## src/rtl/fwupd_uaddr_gen.sv

```systemverilog
// fwupd_uaddr_gen
//   8-bit pseudo-random address sequencer for the firmware-update path.
//   A maximal-length Fibonacci LFSR (taps 8,6,5,4) advances once per clock
//   enable and its registered state is presented as the update address.
//   A one-cycle wrap flag marks the step that brings the sequence back to
//   its seed.
//
// Configuration:
//   FWUPD_UADDR_ZERO_EN  when defined, the sequence is extended to de Bruijn
//                        form (period 256, includes 0x00) and SEED=8'h00 is
//                        legal. When undefined, the period is 255, 0x00 is
//                        never produced, and SEED=8'h00 is replaced by 8'h01.
//
// Parameters:
//   SEED     reset/start state of the sequence (default 8'h01)
//
// Ports:
//   clk_i    in   1  system clock, rising edge
//   rst_i    in   1  asynchronous active-high reset
//   ce_i     in   1  clock enable; one LFSR step per enabled edge
//   uaddr_o  out  8  current address (registered LFSR state)
//   wrap_o   out  1  registered pulse, high in the cycle uaddr_o returns to
//                    the seed by stepping

module fwupd_uaddr_gen #(
    parameter logic [7:0] SEED = 8'h01
) (
    input  logic       clk_i,
    input  logic       rst_i,
    input  logic       ce_i,
    output logic [7:0] uaddr_o,
    output logic       wrap_o
);

`ifdef FWUPD_UADDR_ZERO_EN
    localparam logic [7:0] SEED_EFF = SEED;
`else
    // All-zero is a lock-up state of the plain LFSR, so it cannot be a seed.
    localparam logic [7:0] SEED_EFF = (SEED == 8'h00) ? 8'h01 : SEED;
`endif

    logic [7:0] uaddr_q;
    logic [7:0] uaddr_d;
    logic       wrap_q;
    logic       wrap_d;
    logic       fb;
    logic [7:0] step_val;

    always_comb begin
        fb       = uaddr_q[7] ^ uaddr_q[5] ^ uaddr_q[4] ^ uaddr_q[3];
        step_val = {uaddr_q[6:0], fb};
`ifdef FWUPD_UADDR_ZERO_EN
        // De Bruijn extension: inverting feedback when the low seven bits are
        // zero splices 0x00 in between 0x80 and 0x01.
        step_val = {uaddr_q[6:0], fb ^ (uaddr_q[6:0] == 7'h00)};
`else
        // A forced zero state would otherwise step to itself forever.
        if (uaddr_q == 8'h00) begin
            step_val = 8'h01;
        end
`endif

        uaddr_d = uaddr_q;
        wrap_d  = 1'b0;
        if (ce_i) begin
            uaddr_d = step_val;
            wrap_d  = (step_val == SEED_EFF);
        end
    end

    always_ff @(posedge clk_i or posedge rst_i) begin
        if (rst_i) begin
            uaddr_q <= SEED_EFF;
            wrap_q  <= 1'b0;
        end else begin
            uaddr_q <= uaddr_d;
            wrap_q  <= wrap_d;
        end
    end

    assign uaddr_o = uaddr_q;
    assign wrap_o  = wrap_q;

endmodule

```

## config.mk

```make
export PLATFORM = sky130hd
export DESIGN_NAME = fwupd_uaddr_gen
export DESIGN_NICKNAME = d
export VERILOG_FILES = /design/src/rtl/fwupd_uaddr_gen.sv
export SDC_FILE = /design/constraint.sdc
export NUM_CORES = 1
export LEC_CHECK = 0
export CAP_MARGIN = 5
export CORE_AREA = 5 5 42 44
export CTS_CLUSTER_DIAMETER = 150
export DETAILED_ROUTE_END_ITERATION = 12
export DIE_AREA = 0 0 47 49
export PLACE_DENSITY = 0.52
export SLEW_MARGIN = 20
export SYNTH_ARGS = -nofsm -noshare
export SYNTH_HDL_FRONTEND = slang
export SYNTH_SLANG_ARGS = --single-unit
```

## constraint.sdc

```tcl
create_clock -name clk_i -period 3.2 [get_ports clk_i]
set_input_delay 0.48 -clock clk_i [delete_from_list [all_inputs] [get_ports clk_i]]
set_output_delay 0.48 -clock clk_i [all_outputs]
set_load 0.005 [all_outputs]
```

# Word-level counts from Yosys, hierarchy flattened
# Index checks and enable logic that the tools add are counted.
totals:
  regBits: 9
  in_bits: 3
  output_inout_bits: 9
  wordCells: 9
classes:
  eq_ne: 1
  n_mux: 2
  n_bitwise: 3
  n_reduce_logical: 1
op_table:
  columns: ["cell", "count"]
  rows:
  - ["8-bit by 1-bit == test with 1-bit output (second input constant)", 1]
  - ["8-bit zero test", 1]
  - ["8-bit 2-to-1 mux", 1]
  - ["1-bit bitwise XOR", 3]
  - ["1-bit 2-to-1 mux", 1]

# Logic depth before layout (Yosys ltp)
logic_depth:
  depth_word: 6
  ltp_mapped: 3
  mapped_depth_nobuf: 3

# Least setup slack after synthesis
# OpenSTA, ideal clock, no wires.
synth_path:
  kind: "input-to-reg"
  startpoint: "input port ce_i"
  endpoint: "register uaddr_q[1], in the netlist uaddr_o[1]"
  setup_ps: 125
  arrival_time_ps: 988
  required_time_ps: 3075
  slack_ps: 2087
  cell_stages: 2
  path_buffers: 1
  cell_sequence: "buf_2 -> mux2_2"
synth_lines:
  columns: ["element", "line_no", "source"]
  rows:
  - ["from (decl)", "30", "input logic ce_i,"]
  - ["to (signal assigned)", "76", "uaddr_q <= uaddr_d;"]
  - ["to (decl)", "42", "logic [7:0] uaddr_q;"]
# No word-level cell between the ends.

# Worst setup path after layout
layout_path:
  startpoint: "register uaddr_q[0], in the netlist uaddr_o[0]"
  endpoint: "output port uaddr_o[0]"
layout_lines:
  columns: ["element", "line_no", "source"]
  rows:
  - ["to (decl)", "31", "output logic [7:0] uaddr_o,"]
# No word-level cell between the ends.

==> results.md <==
- Clock skew: 4.59 ps
- DRT Wirelength: about 720 um
- H-tree depth: 1
- Int Power: ~0.37 mW
- Ratio of cells with drive above 1 in the final layout: 0.293
- Final Cycle Share: 0.562
- Power Density: 1010 nW/um2
- Hold/Removal Path Class: in -> async
- DR iter-0 viols: 0
- Die Y: 49 um
- Die Span X: around 47 um
- Crit path required time: 2720 ps
- Min Hold Slack: 479 ps
- CTS Buf Count: 3
- Via-to-Cell Ratio: between 4 and 5
- Io pins: 12
- Leakage power: around 0.21 nW
- Fillers: 151
- Largest net degree at the start of global routing: 11
- Deepest clock path buffer count: 2
- Worst Max-Slew Pin Slew: approximately 380 ps
- Largest area contributor in the netlist: dfrtp_1
- CP max FO: 4
- Crit Path Class: reg -> out
- Antenna Diode Count: 0
- Routed len/inst: 12.7 um
- Syn Inst Count: 27
- CP max stage delay: 560 ps
- Sequential Area: around 230 um2
- Nets: 45
- Final Total Pwr: between 0.5 and 0.6 mW
- Worst-path cell chain: clkdlybuf4s50_1
- Drt pass-1 iters: 1
- Psw: 0.166 mW
- Starting density of the core: 0.272
- Root buffer cell: clkbuf_4
- Sequential power share: 0.436
- ANT nets after route: 0
- Peak VDD IR: between 0.3 and 0.4 mV
- Delay-heaviest family, CP: flip-flops
- Max-slew violation count: 0
- HPWL Detailed: around 550 um
- Yosys reg bits: 9
- Area Growth Syn to Fin: 39.7%
- Seq/Total Area, Yosys: 0.593
- Top cell type's share of synthesized area: 0.525
- Sinks on Clock Net: 9
- Flop2flop setup slack: 2100 ps
- Syn Nets: 30
- Remaining DRCs: 0
- Comb pwr share: 0.407
- Core box area: approximately 1400 um2
- Clk slew on worst S/H paths: approximately 60 ps
- Synth Warn #: 0
- IO Port Bufs: 11
- CTS tree: built
- Highest clock rate: 0.556 GHz
- Slew headroom: 0.745
- Post-Syn Area: ~380 um2
- Initial antenna violation count: 0
- Switching share of total power: 0.309
- Die ar.: approximately 2300 um2
- Main area contributors after synthesis: dfrtp_1 52%, mux2_2 21%, dfstp_2 6.9%
- Multi-input gate area: ~150 um2
- Sum Neg Setup Slack: 0 ps
- Final Hold Vio Count: 0
- Status: complete, no violations
- Cts repair resizes: 0
- Final Setup Violations: 0
- RSZ-0062 raised after global routing: false
- Setup Buffers After CTS: 0
- WP buf/inv: 1
- GRT overflow: 0
- Synth cell types: 13
- Clock share of power: 0.156
- Slowest cell on crit path: dfstp_2
- Hold Buf Count CTS: 0
- Worst skew pair latency: 250 ps
- Global-route wire length before repair: roughly 1.3 mm
- Startpoint types: register
- Worst EP arrival: ~1300 ps
- Vias: about 260
- Aggregate global-route resource usage: 0.0782
- Maxcap violations: 0
- Routability congestion estimate from global placement: 0.696
- Tmin final: 1800 ps
- Crit. End Element: output port
- Row cnt: 14
- Syn_area_per_cell: between 10 and 15 um2
- Vias in the first global route: ~290
[worst register-to-register path: stages, from the launching register on]
cell	delay, ps
dfrtp_1	430
nor4_2	310
nand3b_1	100
a31oi_1	180
[registers in the layout, summed over array words and instances (netlist names)]
signal	cells
uaddr_o	8
wrap_o	1
[cell families (layout without fill, tap and decap cells)]
kind of cell    after synthesis  after routing  synth area share
buf+inv                       2             16            0.0229
compound gates                1              1            0.0164
mux                           7              7             0.207
simple gates                  5              5            0.0918
xor+xnor                      3              3            0.0689
flops                         9              9             0.593
[cell type report]
type / count / share of cell area
repair buffers: 11 / 0.207
clock buffers: 4 / 0.0493
flip-flops and latches: 9 / 0.425
well taps: 16 / 0.0376
inverters: 1 / 0.00704
multi-input cells: 16 / 0.275
[cell usage after synthesis]
| master | instances |
|---|---|
| nor2_1 | 1 |
| inv_1 | 1 |
| a31oi_1 | 1 |
| dfrtp_1 | 8 |
| xor2_1 | 2 |
| dfstp_2 | 1 |
| nor3_1 | 1 |
| nand3b_1 | 1 |
| mux2_2 | 7 |
| and3_1 | 1 |
| nor4_2 | 1 |
| buf_2 | 1 |
| xnor2_1 | 1 |
[final timing paths]
check                        endpoint        from  depth (start not counted)
min in group clk_i         uaddr_o[0]  uaddr_o[0]                          2
max in group asynchronous  uaddr_o[0]       rst_i                          2
min reg2reg                uaddr_o[0]  uaddr_o[0]                          2
max                        uaddr_o[0]  uaddr_o[0]                          1
min                        uaddr_o[5]       rst_i                          2
max reg2reg                uaddr_o[0]  uaddr_o[5]                          3
[metrics by stage]
step / cells / area [um2] / util / setup WS, ps
finish: 57 / 533 / 0.380 / 1400
global placement: 53 / 507 / 0.362 / 1510
floorplan: 27 / 382 / - / 2090
detailed placement: 53 / 507 / 0.362 / 1510
global route: 57 / 533 / 0.380 / 1370
CTS: 57 / 533 / 0.380 / 1390
[placed cells by master, fill, tap and decap left out]
cell type | Yosys | layout
inv_1 | 1 | 1
a31oi_1 | 1 | 1
nor4_2 | 1 | 1
xnor2_1 | 1 | 1
and3_1 | 1 | 1
dfrtp_1 | 8 | 8
clkbuf_1 | 0 | 1
nand3b_1 | 1 | 1
clkbuf_4 | 0 | 3
clkdlybuf4s50_1 | 0 | 11
nor3_1 | 1 | 1
dfstp_2 | 1 | 1
mux2_2 | 7 | 7
nor2_1 | 1 | 1
xor2_1 | 2 | 2
[metal layers]
| metal | wire length (um) | track usage | up-vias | share of wire |
|---|---|---|---|---|
| met3 | 49 | 0.0221 | 2 | 0.068 |
| met5 | 0 | 0 | - | 0 |
| met2 | 350 | 0.102 | 8 | 0.48 |
| met4 | 5 | 0.0553 | 0 | 0.0069 |
| li1 | - | - | 124 | - |
| met1 | 317 | 0.106 | 122 | 0.44 |
[power by group through the flow]
stage | clock, mW | sequential (mW) | combinational, mW
after floorplan | 0 | 0.230 | 0.0999
after global placement | 0 | 0.235 | 0.222
after detailed placement | 0 | 0.238 | 0.224
after CTS | 0.0883 | 0.237 | 0.224
after global routing | 0.0925 | 0.247 | 0.238
final | 0.0843 | 0.235 | 0.220
Power figures use the tool's default switching activity.
==> RTL edit: new RTL, config.mk and constraints unchanged <==
Build with the macro `FWUPD_UADDR_ZERO_EN` defined.
--- a/src/rtl/fwupd_uaddr_gen.sv
+++ b/src/rtl/fwupd_uaddr_gen.sv
@@ -21,6 +21,8 @@
 //   uaddr_o  out  8  current address (registered LFSR state)
 //   wrap_o   out  1  registered pulse, high in the cycle uaddr_o returns to
 //                    the seed by stepping
+
+`define FWUPD_UADDR_ZERO_EN
 
 module fwupd_uaddr_gen #(
     parameter logic [7:0] SEED = 8'h01
Formal check against the unedited RTL: no difference found for any inputs over 10 cycles, from zero or initial values and one cycle with rst_i high; that may be too few to reach the edited logic, so the function may still have changed.
==> RTL edit against the unedited design <==
Worst setup slack gained 13 ps; die area unchanged; count of clock-buffer cells in the layout unchanged; final area is 1.6% higher; global-route usage shrank 0.13 points; sequential cell count unchanged; non-clock buffer count did not move; clock power is 4.4% higher; final cell count did not move; power rose by 10%; routed wire length is 4.4% lower; utilization is 0.62 points higher; area after synthesis up 16%; critical path type unchanged.
==> RTL edit: results (changes against the unedited design) <==
Result of the run: completed (unchanged). The sum of met3 wire segment lengths after detailed routing came to 55 um (was 49 um). The multi-input gate share of the layout cell area was 0.286 (was 0.275).

The reported leakage power came out at 0.223 nW (was 0.214 nW). The global-route total usage across every layer is 0.0769 (was 0.0782). The met2 layer usage reported by global route is 0.0837 (was 0.102). The fraction of met3 tracks used by global routing came out at 0.0554 (was 0.0221). The post-placement worst setup slack is 1500 ps (was 1510 ps). The switching power is 0.180 mW (was 0.166 mW).

The setup clock skew after layout is 4.03 ps (was 4.59 ps). The length of routed met2 wiring is 298 um (was 350 um). The post-route standard cell area excluding fillers came out at 542 um^2 (was 533 um^2). The wire length of the first global-routing pass came out at 1150 um (was 1280 um).

The non-clock buffer share of cell area is 0.203 (was 0.207). The mean instance size in the synthesized netlist came out at 13.0 um^2 (was 14.1 um^2). Commonest cells in the synthesized netlist: sky130_fd_sc_hd__dfrtp_1 (8), sky130_fd_sc_hd__buf_4 (7), sky130_fd_sc_hd__mux2_2 (7) (was sky130_fd_sc_hd__dfrtp_1 (8), sky130_fd_sc_hd__mux2_2 (7), sky130_fd_sc_hd__xor2_1 (2)). The total wire length came to 691 um (was 723 um). The number of nets produced by synthesis is 37 (was 30). The pin count of the biggest net entering global routing is 10 (was 11).

The transition time at the pin with the least slew margin is 392 ps (was 381 ps). The xor and xnor area share after synthesis came out at 0.0765 (was 0.0689). The met1 wire length came out at 320 um (was 317 um). The met1 global-route usage came out at 0.0932 (was 0.106). The final-layout clock-cell area share is 0.0485 (was 0.0493). The count of cell types in the netlist is 14 (was 13). The net switching share of the total power was 0.303 (was 0.309). The clock network power came out at 0.0880 mW (was 0.0843 mW). The sequential cell area fraction in the yosys report is 0.513 (was 0.593). The flip-flop count of the largest register, all copies and words added was 8 (unchanged). The vias after detailed routing is 252 (was 256).

The final weighted congestion in routability-driven placement came to 0.678 (was 0.696). The complex-gate fraction of the synthesized area came out at 0.0113 (was 0.0164). Leading post-synthesis cells by cell area: sky130_fd_sc_hd__dfrtp_1 (45%), sky130_fd_sc_hd__mux2_2 (18%), sky130_fd_sc_hd__buf_4 (12%) (was sky130_fd_sc_hd__dfrtp_1 (52%), sky130_fd_sc_hd__mux2_2 (21%), sky130_fd_sc_hd__dfstp_2 (6.9%)). The number of inserted filler cells in the final layout came out at 149 (was 151).

The number of global-route vias before repair came out at 229 (was 285). The share of synthesized area spent on multiplexers is 0.212 (was 0.207). The share of post-route cells with drive strength above 1 is 0.317 (was 0.293). The largest vdd supply drop came out at 0.318 mV (was 0.362 mV). The instance area at placement is 515 um^2 (was 507 um^2). The number of flip-flops and latches came out at 9 (unchanged). The total CTS buffers came out at 3 (unchanged).
-- RTL edit: final timing paths --
path | from | end | slack, ps | cells past startpoint
setup reg to reg | uaddr_o[4]$_DFFE_PP0P_ | uaddr_o[0]$_DFFE_PP1P_ | 1810 | 4
min in group clk_i | uaddr_o[3]$_DFFE_PP0P_ | wrap_o$_DFF_PP0_ | 530 | 1
hold reg to reg | uaddr_o[3]$_DFFE_PP0P_ | wrap_o$_DFF_PP0_ | 530 | 1
max in group asynchronous | rst_i | uaddr_o[0]$_DFFE_PP1P_ | 2420 | 2
setup / recovery | uaddr_o[0]$_DFFE_PP1P_ | uaddr_o[0] | 1410 | 1
hold / removal | rst_i | uaddr_o[7]$_DFFE_PP0P_ | 480 | 2
-- RTL edit: cell families (layout without fill, tap and decap cells) --
family,after synthesis,after routing
and+or+nand+nor,4,4
DFF,9,9
muxes,8,8
buffers and inverters,9,16
xor gates and xnor gates,3,3
AOI/OAI and AO/OA,1,1
